## config.mk

```make
export PLATFORM = sky130hd
export DESIGN_NAME = booth_seq_multiplier
export DESIGN_NICKNAME = d
export VERILOG_FILES = /design/src/rtl/booth_pkg.sv /design/src/rtl/booth_substep.sv /design/src/rtl/booth_seq_multiplier.sv
export SDC_FILE = /design/constraint.sdc
export NUM_CORES = 1
export LEC_CHECK = 0
export ABC_CLOCK_PERIOD_IN_PS = 2800
export CAP_MARGIN = 20
export CORE_MARGIN = 3
export CORE_UTILIZATION = 50
export CTS_CLUSTER_DIAMETER = 40
export DETAILED_ROUTE_END_ITERATION = 6
export GPL_ROUTABILITY_DRIVEN = 0
export PLACE_DENSITY = 0.83
export SLEW_MARGIN = 30
export SYNTH_ARGS = -nofsm -noshare
export SYNTH_HDL_FRONTEND = slang
export SYNTH_SLANG_ARGS = --single-unit
```

## constraint.sdc

```tcl
create_clock -name clk -period 2.8 [get_ports clk]
set_clock_uncertainty 0.2 [all_clocks]
set_input_delay 0.42 -clock clk [delete_from_list [all_inputs] [get_ports clk]]
set_output_delay 0.42 -clock clk [all_outputs]
set_load 0.02 [all_outputs]
```

## src/rtl/booth_pkg.sv

```systemverilog
`default_nettype none
// ============================================================================
// Module      : booth_pkg
// Description : Shared constants and state encoding for the Booth multiplier.
// Revision    : 1.0 - initial release
// ============================================================================
package booth_pkg;

    localparam int BOOTH_W    = 8;
    localparam int BOOTH_ITER = 8;

    typedef enum logic [1:0] {
        ST_IDLE = 2'd0,
        ST_RUN  = 2'd1,
        ST_DONE = 2'd2
    } state_t;

endpackage
`default_nettype wire

```

## src/rtl/booth_substep.sv

```systemverilog
`default_nettype none
// ============================================================================
// Module      : booth_substep
// Description : One radix-2 Booth iteration: conditional add/subtract of M
//               followed by an arithmetic right shift of {acc, Q, q-1}.
// Revision    : 1.0 - initial release
// ============================================================================
module booth_substep
    import booth_pkg::*;
(
    input  logic [BOOTH_W-1:0] i_acc,
    input  logic [BOOTH_W-1:0] i_q,
    input  logic               i_q0,
    input  logic [BOOTH_W-1:0] i_m,
    output logic [BOOTH_W-1:0] o_next_acc,
    output logic [BOOTH_W-1:0] o_next_q,
    output logic               o_next_q0
);

    logic [BOOTH_W-1:0] w_sum;

    always_comb begin
        w_sum = i_acc;
        case ({i_q[0], i_q0})
            2'b10:   w_sum = i_acc - i_m;
            2'b01:   w_sum = i_acc + i_m;
            default: w_sum = i_acc;
        endcase
    end

    assign o_next_acc = {w_sum[BOOTH_W-1], w_sum[BOOTH_W-1:1]};
    assign o_next_q   = {w_sum[0], i_q[BOOTH_W-1:1]};
    assign o_next_q0  = i_q[0];

endmodule
`default_nettype wire

```

## src/rtl/booth_seq_multiplier.sv

```systemverilog
`default_nettype none
// ============================================================================
// Module      : booth_seq_multiplier
// Description : Sequential signed 8x8 radix-2 Booth multiplier with
//               valid/ready handshakes; fixed 8-iteration latency.
//               Optional macro BOOTH_RANGE_CHK_EN adds the range_err output.
// Revision    : 1.0 - initial release
// ============================================================================
module booth_seq_multiplier
    import booth_pkg::*;
#(
    parameter int WIDTH = 8
) (
    input  logic               clk,
    input  logic               rst,
    input  logic               in_valid,
    output logic               in_ready,
    input  logic [WIDTH-1:0]   multiplicand,
    input  logic [WIDTH-1:0]   multiplier,
    output logic               out_valid,
    input  logic               out_ready,
    output logic [2*WIDTH-1:0] product
`ifdef BOOTH_RANGE_CHK_EN
    ,
    output logic               range_err
`endif
);

    localparam int                 c_CNT_W    = $clog2(BOOTH_ITER);
    localparam logic [c_CNT_W-1:0] c_CNT_LAST = c_CNT_W'(BOOTH_ITER - 1);

    if (WIDTH != BOOTH_W) begin : g_width_check
        $error("booth_seq_multiplier: only WIDTH=8 is supported");
    end

    state_t               r_state;
    state_t               w_state_next;
    logic [WIDTH-1:0]     r_acc;
    logic [WIDTH-1:0]     r_q;
    logic                 r_q0;
    logic [WIDTH-1:0]     r_m;
    logic [c_CNT_W-1:0]   r_cnt;
    logic [2*WIDTH-1:0]   r_product;
    logic [WIDTH-1:0]     w_next_acc;
    logic [WIDTH-1:0]     w_next_q;
    logic                 w_next_q0;
    logic                 w_accept;
    logic                 w_finish;
    logic                 w_release;

    booth_substep u_substep (
        .i_acc      (r_acc),
        .i_q        (r_q),
        .i_q0       (r_q0),
        .i_m        (r_m),
        .o_next_acc (w_next_acc),
        .o_next_q   (w_next_q),
        .o_next_q0  (w_next_q0)
    );

    always_ff @(posedge clk) begin
        if (rst) begin
            r_state <= ST_IDLE;
        end else begin
            r_state <= w_state_next;
        end
    end

    always_comb begin
        w_state_next = r_state;
        in_ready     = 1'b0;
        out_valid    = 1'b0;
        w_accept     = 1'b0;
        w_finish     = 1'b0;
        w_release    = 1'b0;
        case (r_state)
            ST_IDLE: begin
                in_ready = 1'b1;
                if (in_valid) begin
                    w_accept     = 1'b1;
                    w_state_next = ST_RUN;
                end
            end
            ST_RUN: begin
                if (r_cnt == c_CNT_LAST) begin
                    w_finish     = 1'b1;
                    w_state_next = ST_DONE;
                end
            end
            ST_DONE: begin
                out_valid = 1'b1;
                if (out_ready) begin
                    w_release    = 1'b1;
                    w_state_next = ST_IDLE;
                end
            end
            default: w_state_next = ST_IDLE;
        endcase
    end

    // Product is captured from the final substep so it stays frozen outside DONE.
    always_ff @(posedge clk) begin
        if (rst) begin
            r_acc     <= '0;
            r_q       <= '0;
            r_q0      <= 1'b0;
            r_m       <= '0;
            r_cnt     <= '0;
            r_product <= '0;
        end else if (w_accept) begin
            r_acc <= '0;
            r_q   <= multiplier;
            r_q0  <= 1'b0;
            r_m   <= multiplicand;
            r_cnt <= '0;
        end else if (r_state == ST_RUN) begin
            r_acc <= w_next_acc;
            r_q   <= w_next_q;
            r_q0  <= w_next_q0;
            r_cnt <= r_cnt + 1'b1;
            if (w_finish) begin
                r_product <= {w_next_acc, w_next_q};
            end
        end
    end

    assign product = r_product;

`ifdef BOOTH_RANGE_CHK_EN
    logic r_range_hit;

    always_ff @(posedge clk) begin
        if (rst) begin
            r_range_hit <= 1'b0;
        end else if (w_accept) begin
            r_range_hit <= (multiplicand == {1'b1, {(WIDTH-1){1'b0}}});
        end else if (w_release) begin
            r_range_hit <= 1'b0;
        end
    end

    assign range_err = r_range_hit && (r_state == ST_DONE);
`endif

endmodule
`default_nettype wire

```

==> summary.md <==
| Metric | Value |
|---|---|
| Placed cell area | `2580 um2` |
| Minimum clock period | `2790 ps` |
| Syn Inst Count | `268` |
| Prevailing post-synth register cell | `dfxtp_1` |
| Die span in x | `71.5 um` |
| FF/Latch Area | `886 um2` |
| Avg Inst Size Synth | `8.01 um2` |
| Vias in the first global route | `1850` |
| N_diodes | `0` |
| Multi-input logic area | `1260 um2` |
| Largest cells by area after synthesis | `dfxtp_1 (41%), nand2_1 (9.1%), a21oi_1 (8.9%)` |
| Max clock buf depth | `2` |
| Relative slew slack | `53.4%` |
| P_leak | `1.11 nW` |
| Post-Syn Area | `2150 um2` |
| Outcome | `completed` |
| IO Count | `38` |
| GRT Total Usage | `19.6%` |
| CTS tree | `done` |
| Initial Util | `52.9%` |
| Clk_lat worst skew | `300 ps` |
| Synth top area share | `41.0%` |
| Yosys reg bits | `44` |
| IO Port Bufs | `37` |
| Worst-path clk slew | `90 ps` |
| Initial antenna violation count | `0` |
| Largest net degree at the start of global routing | `34` |
| WL/cell | `14.2 um` |
| CTS root buf | `clkbuf_8` |
| Maximum vdd ir drop | `0.405 mV` |
| Die height | `71.5 um` |
| PD cells | `536 nW/um2` |
| GRT overflow | `0` |
| Critical path required time | `2830 ps` |
| Slew Viols, Final | `0` |
| Post-Route WL | `5.15 mm` |
| Fillers | `319` |
| Endpoint class of the critical path | `flip-flop` |
| CTS buffer count | `5` |
| Routed vias | `1999` |
| Half-perimeter wire length after placement | `3.43 mm` |
| Final Instance Area | `2850 um2` |
| Floorplan row count | `23` |
| Post-synth EDFFs | `0` |
| Final setup violation count | `0` |
| RSZ-0062 raised after global routing | `yes` |
| Avg Vias per Cell | `5.49` |
| Largest area contributor in the netlist | `dfxtp_1` |
| Highest clock rate | `0.358 GHz` |
| Post-Syn Nets | `302` |
| Residual DRC | `0` |
| Crit path launch type | `flip-flop` |
| Final nets | `347` |
| R2r startpoint | `r_m[3]` |
| Max-Cap Viols | `0` |
| H-tree depth | `2` |
| Crit path DAT | `2820 ps` |
| Pwr Total | `0.00153 W` |
| Hold_sp | `product[2]` |
| Final Hold Vio Count | `0` |
| Global-route wire length before repair | `8.07 mm` |
| Type of the worst setup path | `reg2reg` |
| CP max FO | `5` |
| Sequential area share after synthesis | `41.0%` |
| Cell variety after synth | `36` |
| Layout cell share with drive strength beyond 1 | `14.0%` |
| Crit path from | `r_m[3]` |
| Area of the core | `4060 um2` |
| Post-synth top cells | `nand2_1 (52), dfxtp_1 (44), a21oi_1 (38)` |
| Violation count after the first detailed-routing iteration | `131` |
| CTS sink count | `44` |
| Worst-Margin Slew | `698 ps` |
| Hold crit path type | `reg2reg` |
| Full die area | `5120 um2` |
| Fin crit share | `99.8%` |
| Count leader, synth | `nand2_1` |
| FFs w/ async S/R, synth | `0%` |
| Yosys warnings | `0` |
| DRT antenna net count | `0` |
| Area grow syn2layout | `32.8%` |
| Number of detailed-route iterations in the first pass | `4` |
| Min Hold Slack | `263 ps` |
## critical path, cell delays in order, from the launching register on
cell and delay [ps]:
dfxtp_2 350, nor3_2 270, a31oi_2 150, xnor2_1 170, ha_1 360, nand4_1 120
a21oi_1 150, and3b_2 260, xnor2_4 140, or3_1 340, a311oi_2 220
## repair_timing
item                                    4_1_cts  5_1_grt
endpoints found under the setup margin        0        7
hold buffers                                  0        0
gates resized for setup                       0       22
buffers inserted                              0        8
## per-layer routing
| metal | wire [um] | vias to the layer above | global-route usage [%] |
|---|---|---|---|
| li1 | - | 999 | - |
| met1 | 2210 | 946 | 22.6 |
| met2 | 2640 | 45 | 35.6 |
| met3 | 240 | 9 | 4.63 |
| met4 | 68 | 0 | 6.05 |
| met5 | 0 | - | 0 |
## flip-flops by register name (all words and copies together), names as in the netlist
register and count:
product 15, r_acc 7, r_cnt 3, r_m 8, r_q 8, r_q0 1
r_state 2
## where the power goes
| group | leakage, nW | switching, W | internal, W |
|---|---|---|---|
| clock network | 0.0614 | 0.000230 | 0.000292 |
| registers | 0.359 | 0.0000206 | 0.000649 |
| logic | 0.686 | 0.000169 | 0.000168 |
## cell type report
cell class              instances  share of cell area (%)
well taps                      50                    2.19
clock inverters                 2                    1.36
clock buffers                   6                    2.90
flip-flops and latches         44                    31.1
multi-input cells             202                    44.1
inverters                       7                   0.921
repair buffers                 53                    17.5
## cell families (layout without fill, tap and decap cells)
logic type,count (synthesis),in the layout,synth area share (%)
adder cells (fa/ha/maj),14,14,8.51
flip-flops,44,44,41.0
XOR/XNOR,12,12,4.90
buffers and inverters,22,68,4.08
AND/OR/NAND/NOR,108,108,21.8
multiplexers,4,4,1.92
AO/OA/AOI/OAI,64,64,17.8
## through the flow
| stage | worst slack [ps] | std cells | util, % | TNS [ps] |
|---|---|---|---|---|
| global route | -94.3 | 364 | 70.3 | -186 |
| finish | 5.41 | 364 | 70.3 | 0 |
| floorplan | 238 | 268 | - | 0 |
| detailed placement | 40.9 | 348 | 63.6 | 0 |
| CTS | 16.5 | 356 | 66.5 | 0 |
| global placement | 121 | 348 | 63.6 | 0 |
## final timing paths
path,to,slack (ps),cells past startpoint
max,product[14],5,10
min,product[2],260,2
max reg2reg,product[14],5,10
min reg2reg,product[2],260,2
## placed cells by master (no fill, tap or decap), drive strengths merged
cell           count
mux2               1
a21o               2
a21oi             38
nor2b              3
xnor2             10
clkdlybuf4s50     37
o31ai              1
buf               16
nand3              2
nand4              1
a22oi              7
clkinv             1
ha                13
a211oi             5
a31oi              4
nand2             52
xor2               2
bufinv             1
a2111oi            1
mux2i              3
o21ai              4
or3b               1
clkbuf             6
or3                1
dfxtp             44
o211a              1
a311oi             1
or4                1
nand2b             3
nor3               9
and2               2
inv                7
and3b              1
nor2              32
fa                 1
Power figures use the tool's default switching activity.
==> patch (same settings) <==
The option `BOOTH_RANGE_CHK_EN` is turned on by a define.
--- a/src/rtl/booth_seq_multiplier.sv
+++ b/src/rtl/booth_seq_multiplier.sv
@@ -8,2 +8,4 @@
 // ============================================================================
+`define BOOTH_RANGE_CHK_EN
+
 module booth_seq_multiplier
Behaviour (old outputs only; new: range_err): unchanged (Yosys induction, for registers that start in step).
==> patch against the unedited design <==
Synthesized cell count is 3.7% higher. Area after synthesis up 3.1%. Power fell by 11%. Wire length is 6.3% lower. Clock power down 25%. Sequential cell count increased by 1. Worst setup slack better by 82 ps. Fmax up 3.0%. Final area decreased by 2.8%. Count of clock-buffer cells in the layout is 1 higher. Critical path type unchanged.
==> patch: results (changes against the unedited design) <==
* Status: finished clean
* Syn nets at 312 (+3.3%)
* Top post-synthesis cells by count: 55 x nand2_1, 45 x dfxtp_1, 40 x a21oi_1, 31 x nor2_1
* N_diodes at 0 (unchanged)
* Largest net degree at the start of global routing at 35 (+2.9%)
* Static leakage at 1.05 nW (-5.0%)
* Root Buffer Master: clkbuf_8
* Met1 usage at 0.246 (+0.0199)
* Dpl hpwl at 3520 µm (+2.8%)
* Max reg flops at 15 (unchanged)
* Max IR drop VDD at 0.331 mV (-18%)
* Hold Crit Class: register to register
* DRT iter0 DRCs at 133 (+1.5%)
* Slew @ Worst Pin at 674 ps (-24.1 ps)
* Initial antenna violation count at 0 (unchanged)
* I/O Buffers at 38 (+2.7%)
* GRT met2 Usage at 0.311 (-0.0455)
* Avg Inst Size Synth at 7.96 µm² (-0.62%)
* Fin cells at 363 (-0.27%)
* Synth cell types at 38 (+5.6%)
* Sequential area share after synthesis at 0.407 (-0.00325)
* Clk Latency, worst-skew pair at 280 ps (-20 ps)
* Longest Clk Path Bufs at 2 (unchanged)
* GRT met3 Usage at 0.0457 (-0.000577)
* Number of global-route vias before repair at 1784 (-3.6%)
* Global Route Usage Sum at 0.188 (-0.00855)
* First-pass GRT wire length at 7820 µm (-3.1%)
* Max H-tree Level at 2 (unchanged)
* CTS Buf Count at 5 (unchanged)
* GRT busiest layer: met2
* Share of layout cells above drive strength 1 at 0.0767 (-0.0635)
* FFs w/ async S/R, synth at 0 (unchanged)
* Clock-pin slew on the worst setup and hold paths at ~80 ps
* Yosys warns at 0 (unchanged)
* Drt pass-1 iters at 4 (unchanged)
* DRT Wirelength at 4830 µm (-6.3%)
* Vias at 1971 (-1.4%)
* Placed cell areas at 0.00262 mm² (+1.6%)
* CP max FO at 4 (-1)
* Final nets at 347 (unchanged)
* Synth top area cells: dfxtp_1 41%, nand2_1 9.3%, a21oi_1 9.0%
## patch: changes by cell type in the layout (fill, tap and decap cells not counted), sizes merged, moves of 2 or more
cell / delta
nand3: +2
a21oi: +2
nand2: +3
buf: -10
## patch: cell families (layout without fill, tap and decap cells)
kind of cell             after synthesis  after routing  synth area share
AO/OA/AOI/OAI                         66             66             0.176
XOR/XNOR                              12             12            0.0475
adder cells (fa/ha/maj)               14             14            0.0825
buffers and inverters                 23             58            0.0413
flip-flops                            45             45             0.407
multiplexers                           4              4            0.0187
AND/OR/NAND/NOR                      114            114             0.227
## patch: layout make-up
| type | count | area, µm² |
|---|---|---|
| Sequential cell | 45 | 908 |
| Multi-Input combinational cell | 210 | 1260 |
| Tap cell | 50 | 62.6 |
| Clock buffer | 7 | 86.3 |
| Timing Repair Buffer | 44 | 425 |
| Fill cell | 364 | 1370 |
| Inverter | 7 | 26.3 |
## patch: path summary, 6_finish.rpt
check                           depth (start not counted)  slack [ps]                    start                  endpoint
worst max register to register                         11          90      r_m[0]$_SDFFE_PP0P_  product[14]$_SDFFE_PP0P_
worst min-delay path                                    2         260  product[2]$_SDFFE_PP0P_   product[2]$_SDFFE_PP0P_
worst max-delay path                                   11          90      r_m[0]$_SDFFE_PP0P_  product[14]$_SDFFE_PP0P_
worst min register to register                          2         260  product[2]$_SDFFE_PP0P_   product[2]$_SDFFE_PP0P_
## patch: repair_timing
item	4_1_cts	5_1_grt
resized for setup	0	12
endpoints found under the setup margin	1	8
pin swaps	1	4
cloned	0	0
buffers inserted	1	1
## patch: critical path, stage by stage (launching register included)
cell      delay (ps)
dfxtp_4          380
inv_1             50
ha_2             200
a31oi_1          200
xor2_1            90
ha_1             360
nand4_1          110
a21oi_1          120
and3b_1          210
xnor2_2          150
or3_1            340
a311oi_2         230
## patch: metal layers
| metal | wire length [µm] | vias up |
|---|---|---|
| li1 | - | 1014 |
| met1 | 2210 | 917 |
| met2 | 2410 | 40 |
| met3 | 198 | 0 |
| met4 | 0 | 0 |
| met5 | 0 | - |
## patch: power by group
| part | internal, mW | leakage, nW | switching, mW |
|---|---|---|---|
| Clock | 0.196 | 0.0443 | 0.197 |
| Sequential | 0.662 | 0.367 | 0.0217 |
| Combinational | 0.135 | 0.640 | 0.154 |
## patch: stage by stage
step,setup WS (ps),hold WS (ps)
final,87.1,257
after CTS,1.22,256
after floorplan,238,236
after detailed placement,1.09,246
after global placement,109,244
after global routing,-66.9,270
